`src/rtl/rr_arb64_4_pkg.sv`:
```
// Shared widths, state encoding and helpers for the 4-way round-robin arbiter.
package rr_arb64_4_pkg;
  localparam int N_REQ = 4;
  localparam int SEL_W = 2;
  localparam int DAT_W = 64;

  typedef enum logic {ST_IDLE = 1'b0, ST_BURST = 1'b1} arb_state_t;

  function automatic logic [N_REQ-1:0] onehot4(input logic [SEL_W-1:0] idx);
    return N_REQ'(1) << idx;
  endfunction
endpackage

```
`src/rtl/rr_arb64_4_mux.sv`:
```
// 64-bit 4:1 datapath mux driven by the arbiter select.
// Latency: combinational. Backpressure: none.
module mux64_4_2
  import rr_arb64_4_pkg::*;
(
  input  logic [DAT_W-1:0] d0,
  input  logic [DAT_W-1:0] d1,
  input  logic [DAT_W-1:0] d2,
  input  logic [DAT_W-1:0] d3,
  input  logic [SEL_W-1:0] x,
  output logic [DAT_W-1:0] y
);
  always_comb begin
    case (x)
      2'd0:    y = d0;
      2'd1:    y = d1;
      2'd2:    y = d2;
      default: y = d3;
    endcase
  end
endmodule

```
`src/rtl/rr_arb64_4_pick.sv`:
```
// Rotating-priority picker: first set request scanning ptr, ptr+1, ... mod 4.
// Latency: combinational. Backpressure: none, pure function of req/ptr.
module rr_pick4
  import rr_arb64_4_pkg::*;
(
  input  logic [N_REQ-1:0] req,
  input  logic [SEL_W-1:0] ptr,
  output logic [SEL_W-1:0] idx,
  output logic             any
);
  // Scan from farthest to nearest so the nearest set request wins.
  always_comb begin
    idx = ptr;
    for (int k = N_REQ - 1; k >= 0; k--) begin
      if (req[ptr + SEL_W'(k)]) idx = ptr + SEL_W'(k);
    end
  end

  assign any = |req;
endmodule

```
`src/rtl/rr_arb64_4.sv`:
```
// Round-robin 4:1 arbiter with optional bursting and a one-entry registered output stage.
// Latency: 1 cycle in_valid&in_ready -> out_valid. Backpressure: out_ready low stalls all grants.
module rr_arb64_4
  import rr_arb64_4_pkg::*;
#(
  parameter int MAX_BURST = 4,
  parameter int CNT_W     = 4
) (
  input  logic             clk,
  input  logic             rst_n,
  input  logic [N_REQ-1:0] in_valid,
  output logic [N_REQ-1:0] in_ready,
  input  logic [DAT_W-1:0] in_data0,
  input  logic [DAT_W-1:0] in_data1,
  input  logic [DAT_W-1:0] in_data2,
  input  logic [DAT_W-1:0] in_data3,
  output logic             out_valid,
  input  logic             out_ready,
  output logic [DAT_W-1:0] out_data,
  output logic [SEL_W-1:0] out_src,
  output logic [SEL_W-1:0] sel,
  output logic             busy
);
  arb_state_t       state;
  logic [SEL_W-1:0] ptr;
  logic [SEL_W-1:0] owner;
  logic [CNT_W-1:0] cnt;
  logic [SEL_W-1:0] pick_idx;
  logic [SEL_W-1:0] winner;
  logic [DAT_W-1:0] mux_dat;
  logic             any;
  logic             cnt_ok;
  logic             burst_hold;
  logic             slot_free;
  logic             fire;

  rr_pick4 u_pick (
    .req (in_valid),
    .ptr (ptr),
    .idx (pick_idx),
    .any (any)
  );

  mux64_4_2 u_mux (
    .d0 (in_data0),
    .d1 (in_data1),
    .d2 (in_data2),
    .d3 (in_data3),
    .x  (sel),
    .y  (mux_dat)
  );

  assign cnt_ok     = cnt < CNT_W'(MAX_BURST);
  assign burst_hold = (state == ST_BURST) && in_valid[owner] && cnt_ok;
  assign winner     = burst_hold ? owner : pick_idx;
  assign slot_free  = !out_valid || out_ready;
  // Gating with rst_n keeps the handshake silent while reset is asserted.
  assign fire       = rst_n && slot_free && any;
  assign in_ready   = fire ? onehot4(winner) : '0;
  assign sel        = !rst_n ? '0 : (any ? winner : owner);
  assign busy       = (state == ST_BURST);

  always_ff @(posedge clk) begin
    if (!rst_n) begin
      out_valid <= 1'b0;
      out_data  <= '0;
      out_src   <= '0;
      ptr       <= '0;
      owner     <= '0;
      cnt       <= '0;
      state     <= ST_IDLE;
    end else if (fire) begin
      out_data  <= mux_dat;
      out_src   <= winner;
      out_valid <= 1'b1;
      if (winner == owner && state == ST_BURST && cnt_ok) begin
        cnt <= cnt + 1'b1;
      end else begin
        // New grant (or sole requester re-winning): owner rotates to lowest priority.
        owner <= winner;
        cnt   <= CNT_W'(1);
        ptr   <= winner + 1'b1;
        state <= ST_BURST;
      end
    end else begin
      if (out_ready) out_valid <= 1'b0;
      if (slot_free && !in_valid[owner]) begin
        state <= ST_IDLE;
        cnt   <= '0;
      end
    end
  end
endmodule

```
`config.mk`:
```
export PLATFORM = sky130hd
export DESIGN_NAME = rr_arb64_4
export DESIGN_NICKNAME = d
export VERILOG_FILES = /design/src/rtl/rr_arb64_4_pkg.sv /design/src/rtl/rr_arb64_4_mux.sv /design/src/rtl/rr_arb64_4_pick.sv /design/src/rtl/rr_arb64_4.sv
export SDC_FILE = /design/constraint.sdc
export NUM_CORES = 1
export LEC_CHECK = 0
export ABC_AREA = 0
export BUFFER_PORTS_ARGS = -buffer_cell sky130_fd_sc_hd__buf_2
export CORE_AREA = 3 3 129 131
export CTS_BUF_LIST = sky130_fd_sc_hd__clkbuf_16
export DETAILED_ROUTE_END_ITERATION = 16
export DIE_AREA = 0 0 132 134
export GPL_TIMING_DRIVEN = 0
export PLACE_DENSITY = 0.73
export SETUP_SLACK_MARGIN = 0.2
export SKIP_CTS_REPAIR_TIMING = 1
export SLEW_MARGIN = 25
export SYNTH_ARGS = -nofsm -noshare
export SYNTH_HDL_FRONTEND = slang
export SYNTH_SLANG_ARGS = --single-unit
```
`constraint.sdc`:
```
create_clock -name clk -period 1.9 [get_ports clk]
set_input_delay 0.095 -clock clk [delete_from_list [all_inputs] [get_ports clk]]
set_output_delay 0.095 -clock clk [all_outputs]
set_load 0.02 [all_outputs]
```
== Yosys cells after proc, flatten, opt, wreduce, memory -nomap -nowiden ==
Cells that the tools add are included.

* Add/sub/neg operators: 5
* $lt $le $gt $ge: 6
* Eq/ne operators: 4
* Shifts and indexed selects: 1
* Muxes and demuxes: 27
* Bitwise operators: 1
* Reductions and logical operators: 16

{| class="wikitable"
|+ Operators with widths
! cell !! number
|-
| 64-bit case mux with 3 select lines || 1
|-
| 4-bit two-way mux || 4
|-
| 2-bit by 3-bit less-than comparator with 1-bit output (second input constant) || 5
|-
| 2-bit two-way mux || 7
|-
| 1-bit binary-select mux with 2-bit select || 5
|-
| 1-bit two-way mux || 10
|-
| 1-bit logical AND || 7
|-
| 2-bit by 1-bit adder with 2-bit output (second input constant) || 2
|-
| 2-bit adder (second input constant) || 2
|-
| 4-bit by 1-bit adder with 4-bit output (second input constant) || 1
|-
| 4-bit by 3-bit less-than comparator with 1-bit output (second input constant) || 1
|-
| 2-bit AND reduction || 2
|-
| 2-bit nonzero test || 2
|-
| 4-bit OR reduction || 1
|-
| 1-bit by 2-bit left shift with 4-bit output (first input constant) || 1
|-
| 2-bit by 1-bit equality test with 1-bit output (second input constant) || 1
|-
| 2-bit equality test || 1
|-
| 2-bit equality test (second input constant) || 1
|-
| 1-bit logical NOT || 2
|-
| 2-bit logical NOT || 1
|-
| 2-bit != test (second input constant) || 1
|-
| 1-bit logical OR || 1
|-
| 1-bit inverter || 1
|}

* Register bits after elaboration: 76
* Input port bits: 263
* Logic and storage cells: 67

== Longest topological paths before layout ==
Gate-level depths: netlist (run 1).

* Word-level depth: 13
* Mapped depth: 10
* Depth with buffers taken out: 9

== By module ==
Synthesis (run 1) repeated with hierarchy kept, for this count alone.

* Cell total of the unflattened synthesis: 453
* Area, all modules: 4,713.3 µm²

{| class="wikitable"
|+ Modules (own cells, without submodules)
! module !! instances !! cells an instance !! area each (µm²) !! seq. area each (µm²)
|-
| rr_arb64_4 || 1 || 359 || 2,990.4 || 1,521.5
|-
| mux64_4_2 || 1 || 78 || 1,622.8 || 0.0
|-
| rr_pick4 || 1 || 16 || 100.1 || 0.0
|}

== Worst setup path before layout (run 1) ==
Ideal clock, no wire load.

* Path type: reg-to-reg
* Start point: register state (netlist: busy)
* End point: register out_data[10]
* Setup time: 128 ps
* Data arrival time: 1,980 ps
* Required time: 1,772 ps
* Setup slack: -208 ps
* Cell stages (with the launch flop): 9
* Path buffers: 2
* Clock period less this slack: 2,108 ps
* Cells stage by stage: dfxtp_1 nor3b_1 nand2_4 a21oi_1 o21bai_4 buf_6 buf_6 mux2i_1 o221ai_2

* Longest elaborated chain between the ends: 7
* Elaborated cells between the ends (all ways): 9
* Those cells by class: eq/ne: 2; mux: 4; reduce/logical: 3

{| class="wikitable"
|+ Ends and longest elaborated chain
! item !! line !! source
|-
| start: declaration || rr_arb64_4.sv:24 || <nowiki>arb_state_t state;</nowiki>
|-
| start signal: assignment || rr_arb64_4.sv:71 || <nowiki>state <= ST_IDLE;</nowiki>
|-
| start signal: assignment || rr_arb64_4.sv:83 || <nowiki>state <= ST_BURST;</nowiki>
|-
| start signal: assignment || rr_arb64_4.sv:88 || <nowiki>state <= ST_IDLE;</nowiki>
|-
| 1-bit logical AND (*) (2 in a row) || rr_arb64_4.sv:54 || <nowiki>assign burst_hold = (state == ST_BURST) && in_valid[owner] && cnt_ok;</nowiki>
|-
| 2-bit two-way mux (*) || rr_arb64_4.sv:55 || <nowiki>assign winner = burst_hold ? owner : pick_idx;</nowiki>
|-
| 2-bit two-way mux (*) (2 in a row) || rr_arb64_4.sv:60 || <nowiki>assign sel = !rst_n ? '0 : (any ? winner : owner);</nowiki>
|-
| 2-bit equality test (tied with other cells) || rr_arb64_4_mux.sv:14 || <nowiki>case (x)</nowiki>
|-
| 64-bit case mux with 3 select lines (*) || rr_arb64_4_mux.sv:14 ||
|-
| end signal: assignment || rr_arb64_4.sv:73 || <nowiki>out_data <= mux_dat;</nowiki>
|-
| end: declaration || rr_arb64_4.sv:19 || <nowiki>output logic [DAT_W-1:0] out_data,</nowiki>
|}

Every way passes the cells marked *; elsewhere a longest branch is shown, timed or not.
A chain may end at the register's enable or synchronous reset.

== Final worst setup path (run 1) ==
* Start point: register owner[1]
* End point: register out_data[40]

* Longest elaborated chain between the ends: 9
* Elaborated cells between the ends (all ways): 11
* Those cells by class: eq/ne: 2; mux: 6; reduce/logical: 3

{| class="wikitable"
|+ Ends and longest elaborated chain
! item !! line !! source
|-
| start: declaration || rr_arb64_4.sv:26 || <nowiki>logic [SEL_W-1:0] owner;</nowiki>
|-
| start signal: assignment || rr_arb64_4.sv:80 || <nowiki>owner <= winner;</nowiki>
|-
| 1-bit binary-select mux with 2-bit select || rr_arb64_4.sv:54 ||
|-
| 1-bit two-way mux (implied by the code) || rr_arb64_4.sv:54 ||
|-
| 1-bit logical AND (2 in a row) || rr_arb64_4.sv:54 ||
|-
| 2-bit two-way mux || rr_arb64_4.sv:55 ||
|-
| 2-bit two-way mux (*) (2 in a row) || rr_arb64_4.sv:60 ||
|-
| 2-bit equality test (tied with other cells) || rr_arb64_4_mux.sv:14 ||
|-
| 64-bit case mux with 3 select lines (*) || rr_arb64_4_mux.sv:14 ||
|}

Every way passes the cells marked *; elsewhere a longest branch is shown, timed or not. The select of a mux whose other input is x is not followed.

==> summary.md, run 1 <==
| Metric | Value |
|---|---|
| Max-cap violation count | 0 |
| Fill cells | between 1000 and 1500 |
| Failing checks | setup timing |
| Crit path buffers/inverters | 4 |
| RSZ-0062 raised after global routing | yes |
| CP dominant cell by count | buf_6 |
| Avg Cell Area, Syn | approximately 10 um2 |
| Worst Tran Pin Value | 0.496 ns |
| Diode count | 0 |
| Sink Count | 76 |
| Most used DFF post-synth | dfxtp_1 |
| Switching share of power | between 30% and 40% |
| Synthesized flop and latch total | 76 |
| Post-synthesis sequential area ratio | 33.6% |
| Startpoint type of the worst setup path | register |
| Top-area cell type share of the netlist area | 33.6% |
| NetSw | ~2800 uW |
| Top delay family on crit path | multiplexers |
| Detailed Route WL | a little under 20000 um |
| Final setup violation count | 72 |
| Worst hold margin | roughly 0.06 ns |
| Starting Density | between 20 and 30% |
| Die area | 17700 um2 |
| Grt ovf | 0 |
| Worst setup margin | -0.520 ns |
| FP Rows | 46 |
| GP Congestion | ~0.87 |
| First-pass GRT wire length | around 26000 um |
| Clock buffer depth | 2 |
| R2R Path Start | owner[1] |
| Syn nets | between 700 and 800 |
| Relative slew slack | between 60% and 70% |
| Slew Limit Fails | 0 |
| Via-to-Cell Ratio | 4.92 |
| Synth warn | 0 |
| Max Clk Rate | between 400 and 500 MHz |
| CTS tree | yes |
| CP arrival | about 2.6 ns |
| Lkg Pwr | 0.00353 uW |
| Origin of the worst setup path | owner[1] |
| Iteration-0 DRC count of the detailed router | around 180 |
| Die Ht | approximately 130 um |
| Sequential share of power | 28.5% |
| Crit path capture | out_data[40] |
| CP Cell Sequence | mux4_2 > nand2_4 > buf_6 > nand3_4 > o21bai_4 > buf_6 > clkbuf_16 > buf_12 > mux2i_2 > o221ai_1 |
| IR drop worst, VDD | 525 uV |
| DRT Pass-1 Iters | 4 |
| Num CTS Buffers | 9 |
| Async SR Flop Fraction | 0% |
| Library cells used by synthesis | 46 |
| Number of global-route vias before repair | a little under 5000 |
| Placed insts | between 1000 and 1500 |
| Final nets | 1095 |
| Status | finished with violations |
| GRT Overall Usage | 18.6% |
| Required @ worst endpoint | roughly 2.1 ns |
| RR Endpoint | out_data[40] |
| CP max stage cell | mux4_2 |
| Die Wd | between 100 and 150 um |
| Hold Path Class | in -> reg |
| CP Depth | 10 |
| Worst-path fanout max | 5 |
| Comb power frac | approximately half |
| Critical path class | reg -> reg |
| Core area | ~16000 um2 |
| Root cell of the clock tree | clkbuf_16 |
| Clock power share | approximately a quarter |
| Setup TNS Final | -33.36 ns |
| Pint | approximately 4900 uW |
| Synthesized area | between 4000 and 5000 um2 |
| Worst-Skew Late Latency | 0.33 ns |
| Critical Path Max Stage Delay | 0.57 ns |
| Period utilization | 127% |
| Pwr/cell area | 967 nW/um2 |
| Synth-to-Final Area Change | 76.0% |
| Min Clock Period, post-route | between 2 and 2.5 ns |
| Via count | between 5000 and 6000 |
| Dpl hpwl | ~14000 um |
| Port buffer count | 335 |
| Post-DR wirelength/cell | approximately 19 um |
| Pre-CTS setup slack | -0.764 ns |
| Final hold viol count | 0 |
| Layout cells sized above 1 | 60.4% |
| Clock H-tree levels | 3 |
| Clk_skew | 0.00892 ns |
| Non-Filler Instances | ~1000 |
| Util after Layout | between 50 and 60% |
| Worst-path clk slew | around 0.060 ns |
| Post-DRT Antenna Nets | 0 |
| Top cells by area in the synthesized netlist | dfxtp_1, mux2i_1, o221ai_1 |
| Cell taking the most area after synthesis | dfxtp_1 |
| Reg2reg path depth | 10 |
| Post-synth EDFFs | 0 |
| Largest net degree at the start of global routing | 13 |
| I/O Pins | between 300 and 400 |
| DRC viols | 0 |
| Worst Setup End Kind | register |
| Mapped Cells | roughly 450 |
| FF-to-FF setup slack | -0.52 ns |
| Antenna violations before repair | 2 |
synthesized netlist by cell type, drive strengths merged, types with 4 or more instances:
cell type / count
and2: 5
nand2b: 4
clkbuf: 11
o21ai: 6
ha: 5
nor2: 4
buf: 27
nand3: 5
mux2i: 130
dfxtp: 76
nand2: 74
nor2b: 5
o221ai: 64
area by class of cell:
class / instances / area (um2) / share of cell area [%]
Timing Repair Buffer: 364 / 2160 / 27.1
Sequential cell: 76 / 1530 / 19.2
Clock buffer: 9 / 225 / 2.83
Clock inverter: 6 / 80.1 / 1.01
Multi-Input combinational cell: 335 / 3260 / 40.9
Tap cell: 216 / 270 / 3.39
Inverter: 3 / 13.8 / 0.173
Buffer: 38 / 429 / 5.39
worst register-to-register path, delay by kind of cell (launching register included):
| kind | cells | cell delay (ns) |
|---|---|---|
| buffers and inverters | 4 | 0.57 |
| AOI/OAI and AO/OA | 2 | 0.31 |
| muxes | 2 | 0.82 |
| and+or+nand+nor | 2 | 0.21 |
| DFF | 1 | 0.37 |
cell usage in the layout, fill, tap and decap left out, types with 2 or more instances in the layout:
cell	synthesis	final
a21oi_1	3	2
a32o_1	2	2
and2_1	5	3
and2_4	0	2
and3_1	3	2
buf_12	0	15
buf_2	8	338
buf_4	5	13
buf_6	13	14
bufinv_16	0	2
clkbuf_1	11	7
clkbuf_16	0	21
clkbuf_2	0	2
clkinv_1	0	2
dfxtp_1	76	73
dfxtp_4	0	2
ha_1	5	4
mux2i_1	129	82
mux2i_2	1	24
mux2i_4	0	24
nand2_1	72	72
nand2b_1	4	3
nand3_1	4	4
nor2_2	0	2
nor2b_1	5	4
o21a_1	3	3
o21ai_0	6	4
o221ai_1	53	45
o221ai_2	11	19
per-layer routing:
layer,up-vias,global-route usage [%],share of wire (%)
li1,2481,-,-
met1,2380,21.9,38
met2,252,32.3,52
met3,34,5.74,7.6
met4,4,6.30,2.6
met5,-,0,0.072
state kept, by name, summed over array words and instances, names as in the netlist:
register / count
busy: 1
cnt: 4
out_data: 64
out_src: 2
out_valid: 1
owner: 2
ptr: 2
worst min-delay path by stage:
stage | start | to | slack [ns] | cells past startpoint
5_1_grt | in_data0[7] | out_data[7] | 0.06 | 3
4_1_cts | in_data2[15] | out_data[15] | 0.05 | 3
3_5_place_dp | in_data0[7] | out_data[7] | 0.40 | 3
3_3_place_gp | in_data0[19] | out_data[19] | 0.39 | 3
2_1_floorplan | in_data0[11] | out_data[11] | 0.29 | 2
6_report | in_data0[12] | out_data[12] | 0.06 | 3
power groups by stage:
stage	sequential, uW	combinational (uW)	clock (uW)
2_1_floorplan	2620	1390	0
3_3_place_gp	2210	2830	0
3_5_place_dp	2200	2860	0
4_1_cts	2180	2870	1830
5_1_grt	2230	3940	1910
6_report	2190	3710	1800
cells by family after synthesis:
group / synth area share [%]
AOI/OAI and AO/OA: 17.9
adders and majority gates: 1.38
buffers and inverters: 6.19
DFF: 33.6
muxes: 29.6
and+or+nand+nor: 11.3
metrics by stage:
step / instance area, um2 / total power (uW)
finish: 7960 / 7700
global placement: 6540 / 5040
global route: 7960 / 8070
detailed placement: 6540 / 5060
CTS: 6840 / 6880
floorplan: 4590 / 4020
No activity file was read; power rests on OpenSTA's default activity.
==> run 2: changes to the inputs <==
Settings changed: CTS_BUF_LIST sky130_fd_sc_hd__clkbuf_16 to not set.
==> run 2 against run 1 <==
Effect of this change:
- the run still ends with setup timing left
- largest power group unchanged
- sequential cell count is the same
- clock power grew 3%
- maximum frequency shrank 0.82%
- non-clock buffer count grew 6
- clock skew hardly changed
- global-route usage is 0.056 points lower
- highest routed layer unchanged
- core utilization is 0.33 points higher
- via count up 0.35%
- final cell count rose by 0.57%
- wire length is 0.81% lower
==> summary.md, run 2 (synthesis gave the netlist of run 1 again) <==
| Metric | Value |
|---|---|
| Status | finished with violations (unchanged) |
| Failing checks | setup timing (unchanged) |
| Final setup violation count | 72 (unchanged) |
| Final nets | 1101 (was 1095) |
| Min Clock Period, post-route | 2.44 ns (was 2.42 ns) |
| FF-to-FF setup slack | -0.54 ns (was -0.52 ns) |
| Root cell of the clock tree | clkbuf_16 (unchanged) |
| Period utilization | 128% (was 127%) |
| Dpl hpwl | 13900 um (unchanged) |
| Clock H-tree levels | 3 (unchanged) |
| Worst Setup End Kind | register (unchanged) |
| Iteration-0 DRC count of the detailed router | 148 (was 182) |
| Final hold viol count | 0 (unchanged) |
| Multi-input logic area | 3280 um2 (was 3260 um2) |
| CTS tree | yes (unchanged) |
| Worst Hold Depth | 3 (unchanged) |
| IR drop worst, VDD | 514 uV (was 525 uV) |
| Worst setup margin | -0.540 ns (was -0.520 ns) |
| Startpoint type of the worst setup path | register (unchanged) |
| Largest Register | out_data (unchanged) |
| Pwr Total | 7790 uW (was 7700 uW) |
| CP arrival | 2.65 ns (was 2.63 ns) |
| Slew Limit Fails | 0 (unchanged) |
| R2R Path Start | owner[1] (unchanged) |
| Antenna violations before repair | 1 (was 2) |
| Die Wd | 132 um (unchanged) |
| Largest net degree at the start of global routing | 13 (unchanged) |
| Worst-Skew Late Latency | 0.33 ns (about the same) |
| Lkg Pwr | 0.00357 uW (was 0.00353 uW) |
| Fill cells | 1421 (was 1426) |
| Crit path buffers/inverters | 5 (was 4) |
| Reg2reg path depth | 11 (was 10) |
| Diode count | 0 (unchanged) |
| CP Cell Sequence | mux4_2 > nand2_4 > buf_4 > buf_4 > a21oi_1 > o21bai_4 > buf_6 > buf_12 > buf_12 > mux2i_2 > o221ai_2 (was mux4_2 > nand2_4 > buf_6 > nand3_4 > o21bai_4 > buf_6 > clkbuf_16 > buf_12 > mux2i_2 > o221ai_1) |
| FP Rows | 46 (unchanged) |
| Top Registers | out_data: 64 flops, cnt: 4 flops (unchanged) |
| Number of global-route vias before repair | 4908 (was 4909) |
| Starting Density | 28.8% (unchanged) |
| Die area | 17700 um2 (unchanged) |
| Layout cells sized above 1 | 60.6% (was 60.4%) |
| DRT Pass-1 Iters | 4 (unchanged) |
| Max Clk Rate | 410 MHz (was 413 MHz) |
| RSZ-0062 raised after global routing | yes (unchanged) |
| I/O Pins | 337 (unchanged) |
| Sink Count | 76 (unchanged) |
| Die Ht | 134 um (unchanged) |
| Relative slew slack | 68.5% (was 67.0%) |
| Critical Path Max Stage Delay | 0.57 ns (about the same) |
| Critical path class | reg -> reg (unchanged) |
| Worst-path clk slew | 0.06 ns (about the same) |
| Via-to-Cell Ratio | 4.91 (was 4.92) |
| Detailed Route WL | 19300 um (was 19500 um) |
| Clock buffer depth | 2 (unchanged) |
| DRC viols | 0 (unchanged) |
| Origin of the worst setup path | owner[1] (unchanged) |
| CP max stage cell | mux4_2 (unchanged) |
| GRT Overall Usage | 18.5% (was 18.6%) |
| Crit path capture | out_data[5] (was out_data[40]) |
| Via count | 5169 (was 5151) |
| Top delay family on crit path | multiplexers (unchanged) |
| Grt ovf | 0 (unchanged) |
| Hold Path Class | in -> reg (unchanged) |
| Pwr/cell area | 972 nW/um2 (was 967 nW/um2) |
| First-pass GRT wire length | 26000 um (about the same) |
| Core area | 15700 um2 (unchanged) |
| Worst Tran Pin Value | 0.472 ns (was 0.496 ns) |
| Pre-CTS setup slack | -0.764 ns (unchanged) |
| Num CTS Buffers | 9 (unchanged) |
| Post-DR wirelength/cell | 18.3 um (was 18.6 um) |
| RR Endpoint | out_data[5] (was out_data[40]) |
| Post-DRT Antenna Nets | 0 (unchanged) |
| Worst-path fanout max | 10 (was 5) |
| Required @ worst endpoint | 2.11 ns (about the same) |
| Clk_skew | 0.00843 ns (was 0.00892 ns) |
| Seq. cell area | 1530 um2 (about the same) |
| Synth-to-Final Area Change | 77.1% (was 76.0%) |
| Max-cap violation count | 0 (unchanged) |
| CP Depth | 11 (was 10) |
| Max FFs per register | 64 (unchanged) |
| Most used cells in the layout excluding fill and tap cells | buf_2, mux2i_1, nand2_1, dfxtp_1, o221ai_1 (was buf_2, mux2i_1, dfxtp_1) |
| Most common cell after layout, fill and taps aside | buf_2 (unchanged) |
| GP Congestion | 0.873 (unchanged) |
| Port buffer count | 335 (unchanged) |
run 2: cell types whose count changed in the layout (fill, tap and decap cells not counted), moves of 2 or more:
cell	change
clkbuf_8	+2
buf_2	-3
mux2i_4	+3
mux2i_1	+2
clkinv_1	-2
clkbuf_4	+2
mux2i_2	-5
buf_6	-4
buf_4	+12
clkbuf_16	-3
run 2: layout make-up:
class	count	area share (%)
plain buffers	38	5.62
clock buffers	11	3.15
clock inverters	4	0.905
inverters	3	0.172
multi-input cells	335	40.9
flip-flops and latches	76	19.1
well taps	216	3.37
repair buffers	370	26.8
run 2: how the worst min path moves through the flow:
| stage | start | endpoint | slack, ns |
|---|---|---|---|
| after global routing | in_data0[7] | out_data[7] | 0.06 |
| after detailed placement | in_data0[7] | out_data[7] | 0.40 |
| after global placement | in_data0[19] | out_data[19] | 0.39 |
| final | in_data0[7] | out_data[7] | 0.06 |
| after floorplan | in_data0[11] | out_data[11] | 0.29 |
| after CTS | in_data2[15] | out_data[15] | 0.05 |
run 2: layer usage:
layer	GRT usage [%]	vias to the layer above	wire length (um)
met4	6.30	2	304
met1	21.8	2419	7580
met3	5.74	20	1300
met2	32.1	240	10100
met5	0	-	7
li1	-	2488	-
run 2: metrics by stage:
| stage | hold slack, ns | instance area, um2 | utilization, % | std cells | TNS, ns |
|---|---|---|---|---|---|
| 4_1_cts | 0.0462 | 6860 | 43.7 | 1018 | -43.79 |
| 2_1_floorplan | 0.295 | 4590 | - | 452 | -8.56 |
| 3_3_place_gp | 0.388 | 6540 | 41.6 | 1003 | -39.04 |
| 5_1_grt | 0.0579 | 8020 | 51.0 | 1053 | -40.63 |
| 3_5_place_dp | 0.404 | 6540 | 41.6 | 1003 | -40.02 |
| 6_report | 0.0611 | 8020 | 51.0 | 1053 | -34.55 |
run 2: worst reg2reg max path, cell delays in order, from the launching register on:
cell and delay (ns):
dfxtp_4 0.37, mux4_2 0.57, nand2_4 0.13, buf_4 0.12, buf_4 0.10, a21oi_1 0.06
o21bai_4 0.19, buf_6 0.14, buf_12 0.15, buf_12 0.16, mux2i_2 0.24, o221ai_2 0.11
run 2: power by group:
group	switching, uW	total (uW)	internal, uW
combinational	1910	3740	1820
clock	649	1860	1210
sequential	211	2190	1980
==> run 3: changes to the inputs <==
Settings changed: CORE_AREA 3 3 129 131 to 3 3 130 132, DIE_AREA 0 0 132 134 to 0 0 133 135, SYNTH_HIERARCHICAL set to 1.
==> run 3 against run 2 <==
Effect of this change:
- the flow still finishes with violations (setup timing)
- final cell count shrank 1.5%
- sequential power shrank 12%
- sequential cell count is the same
- critical path type unchanged
==> summary.md, run 3 <==
| Metric | Value |
|---|---|
| FP Rows | 46 (unchanged) |
| Root cell of the clock tree | clkbuf_16 (unchanged) |
| Fill cells | 1527 (was 1421) |
| Most frequent cells after synthesis | nand2_1, dfxtp_1, a21oi_1, mux4_2, clkbuf_1 (was mux2i_1, dfxtp_1, nand2_1, o221ai_1, buf_6) |
| GP Congestion | 0.854 (was 0.873) |
| CP max stage cell | mux4_2 (unchanged) |
| Largest net degree at the start of global routing | 14 (was 13) |
| Worst-path clk slew | 0.06 ns (about the same) |
| Sink Count | 76 (unchanged) |
| Slew Limit Fails | 0 (unchanged) |
| Most used DFF post-synth | dfxtp_1 (unchanged) |
| Pwr Total | 6460 uW (was 7790 uW) |
| Core area | 15800 um2 (was 15700 um2) |
| Post-DRT Antenna Nets | 0 (unchanged) |
| Num CTS Buffers | 9 (unchanged) |
| Simple-Gate Fraction of Synth Area | 14.9% (was 11.3%) |
| Post-synth EDFFs | 0 (unchanged) |
| Clock H-tree levels | 3 (unchanged) |
| Critical Path Max Stage Delay | 0.48 ns (was 0.57 ns) |
| Relative slew slack | 50.3% (was 68.5%) |
| Mapped Cells | 453 (was 452) |
| RSZ-0062 raised after global routing | yes (unchanged) |
| Clock buffer depth | 2 (unchanged) |
| Post-synthesis sequential area ratio | 32.3% (was 33.6%) |
| Hold Path Class | in -> reg (unchanged) |
| Worst Setup End Kind | register (unchanged) |
| Startpoint type of the worst setup path | register (unchanged) |
| Die Wd | 133 um (was 132 um) |
| Period utilization | 149% (was 128%) |
| I/O Pins | 337 (unchanged) |
| Synth warn | 6 (was 0) |
| Grt ovf | 0 (unchanged) |
| RR Endpoint | out_data[62] (was out_data[5]) |
| Synth Area in Adders | 1.33% (was 1.38%) |
| Syn nets | 721 (was 720) |
| Min Clock Period, post-route | 2.83 ns (was 2.44 ns) |
| Status | finished with violations (unchanged) |
| Worst setup margin | -0.933 ns (was -0.540 ns) |
| DRC viols | 0 (unchanged) |
| Final setup violation count | 77 (was 72) |
| Via count | 5158 (was 5169) |
| Final hold viol count | 0 (unchanged) |
| Worst-path fanout max | 7 (was 10) |
| Largest Register | out_data (unchanged) |
| Max-cap violation count | 0 (unchanged) |
| Required @ worst endpoint | 2.11 ns (about the same) |
| Max FFs per register | 64 (unchanged) |
| Origin of the worst setup path | owner[0] (was owner[1]) |
| Top Registers | out_data: 64 flops, cnt: 4 flops (unchanged) |
| Largest family of logic cells by synthesized area | multiplexers (unchanged) |
| Layout cells sized above 1 | 64.0% (was 60.6%) |
| CP arrival | 3.04 ns (was 2.65 ns) |
| Cell taking the most area after synthesis | dfxtp_1 (unchanged) |
| Most used cells in the layout excluding fill and tap cells | buf_2, nand2_1, dfxtp_1 (was buf_2, mux2i_1, nand2_1, dfxtp_1, o221ai_1) |
| Detailed Route WL | 19300 um (about the same) |
| Pwr/cell area | 876 nW/um2 (was 972 nW/um2) |
| Final nets | 1083 (was 1101) |
| Pre-CTS setup slack | -1.45 ns (was -0.764 ns) |
| Port buffer count | 336 (was 335) |
| Synthesized area | 4710 um2 (was 4530 um2) |
| Lkg Pwr | 0.00341 uW (was 0.00357 uW) |
| Avg Cell Area, Syn | 10.4 um2 (was 10.0 um2) |
| Library cells used by synthesis | 44 (was 46) |
| IR drop worst, VDD | 396 uV (was 514 uV) |
| Top-area cell type share of the netlist area | 32.3% (was 33.6%) |
| Critical path class | reg -> reg (unchanged) |
| CTS tree | yes (unchanged) |
| Top cells by area in the synthesized netlist | dfxtp_1, mux4_2, nand2_1 (was dfxtp_1, mux2i_1, o221ai_1) |
| Post-synthesis xor/xnor area fraction | 0.372% (was 0%) |
| Starting Density | 29.8% (was 28.8%) |
| R2R Path Start | owner[0] (was owner[1]) |
| Reg2reg path depth | 12 (was 11) |
| Antenna violations before repair | 0 (was 1) |
| Mux share of post-synthesis cell area | 32.3% (was 29.6%) |
| Worst-Skew Late Latency | 0.34 ns (was 0.33 ns) |
| Iteration-0 DRC count of the detailed router | 238 (was 148) |
| Die Ht | 135 um (was 134 um) |
| Worst hold start | rst_n (was in_data0[7]) |
| GRT Overall Usage | 19.7% (was 18.5%) |
| Multi-input logic area | 3000 um2 (was 3280 um2) |
| FF-to-FF setup slack | -0.93 ns (was -0.54 ns) |
| Failing checks | setup timing (unchanged) |
| DRT Pass-1 Iters | 4 (unchanged) |
| Number of global-route vias before repair | 4984 (was 4908) |
| Most common cell after layout, fill and taps aside | buf_2 (unchanged) |
| Seq. cell area | 1530 um2 (about the same) |
| Synthesized flop and latch total | 76 (unchanged) |
| Top-count cell post-synth | nand2_1 (was mux2i_1) |
| Synth-to-Final Area Change | 56.4% (was 77.1%) |
| Async SR Flop Fraction | 0% (unchanged) |
| Clk_skew | 0.00797 ns (was 0.00843 ns) |
| Die area | 18000 um2 (was 17700 um2) |
| CP Cell Sequence | buf_6 > mux2_4 > and3_4 > o31a_1 > a211oi_4 > buf_6 > buf_12 > buf_4 > buf_4 > mux4_2 > nand2_1 > a21oi_1 (was mux4_2 > nand2_4 > buf_4 > buf_4 > a21oi_1 > o21bai_4 > buf_6 > buf_12 > buf_12 > mux2i_2 > o221ai_2) |
| Post-DR wirelength/cell | 18.6 um (was 18.3 um) |
| Crit path capture | out_data[62] (was out_data[5]) |
| Dpl hpwl | 15200 um (was 13900 um) |
| Worst Tran Pin Value | 0.746 ns (was 0.472 ns) |
| Synth Area in Compound Gates | 11.9% (was 17.9%) |
| Max Clk Rate | 353 MHz (was 410 MHz) |
| Via-to-Cell Ratio | 4.97 (was 4.91) |
| First-pass GRT wire length | 27000 um (was 26000 um) |
run 3: cell count changes in the layout (fill, tap and decap cells not counted), moves of 16 or more:
cell and delta:
mux4_2 +64, a21oi_2 +16, nand2_2 +19, mux2i_1 -81, o221ai_1 -45, a21oi_1 +52, mux2i_2 -19, mux2i_4 -27
nand2_1 +42, o221ai_2 -19
run 3: per-stage QoR:
step           instance area [um2]  std cells  utilization (%)  hold WS (ns)  setup TNS, ns
6_report                      7370       1037             46.6        0.0804         -60.65
3_3_place_gp                  6700       1005             42.3         0.418         -81.78
5_1_grt                       7370       1036             46.6        0.0873         -67.90
4_1_cts                       7000       1021             44.2        0.0555         -85.79
3_5_place_dp                  6700       1005             42.3         0.422         -83.59
2_1_floorplan                 4750        453                -         0.228         -60.09
run 3: layer usage:
layer | track usage (%) | part of all wire, % | vias up | wire length, um
li1 | - | - | 2384 | -
met1 | 23.6 | 39 | 2490 | 7450
met2 | 34.1 | 52 | 249 | 10000
met3 | 4.77 | 6.9 | 35 | 1330
met4 | 7.45 | 2.5 | 0 | 475
met5 | 0 | 0 | - | 0
run 3: worst min path at each step:
stage	end	slack (ns)	cells after the start
2_1_floorplan	owner[0]	0.23	1
3_3_place_gp	out_valid	0.42	4
3_5_place_dp	owner[0]	0.42	2
4_1_cts	owner[0]	0.06	2
5_1_grt	owner[0]	0.09	2
6_report	owner[0]	0.08	2
run 3: where the power goes:
part / switching, uW / internal (uW) / leakage (uW)
registers: 112 / 1810 / 0.000631
logic: 1390 / 1400 / 0.00264
clock network: 698 / 1050 / 0.000144
run 3: area by class of cell:
class                   instances  share of cell area [%]
clock buffers                  10                    3.24
multi-input cells             332                    40.7
clock inverters                 6                   0.866
flip-flops and latches         76                    20.7
well taps                     216                    3.67
diodes                          1                  0.0340
plain buffers                  39                    4.70
repair buffers                351                    25.7
inverters                       6                   0.306
run 3: cell families after synthesis:
kind of cell / after synthesis
DFF: 76
and+or+nand+nor: 164
AOI/OAI and AO/OA: 92
muxes: 69
buffers and inverters: 45
adders and majority gates: 5
xor gates and xnor gates: 2
run 3: worst max-delay path, delay by kind of cell, from the launching register on:
family / cells / cell delay (ns)
compound gates: 3 / 0.65
buf+inv: 5 / 0.67
flops: 1 / 0.32
mux: 2 / 0.79
simple gates: 2 / 0.27
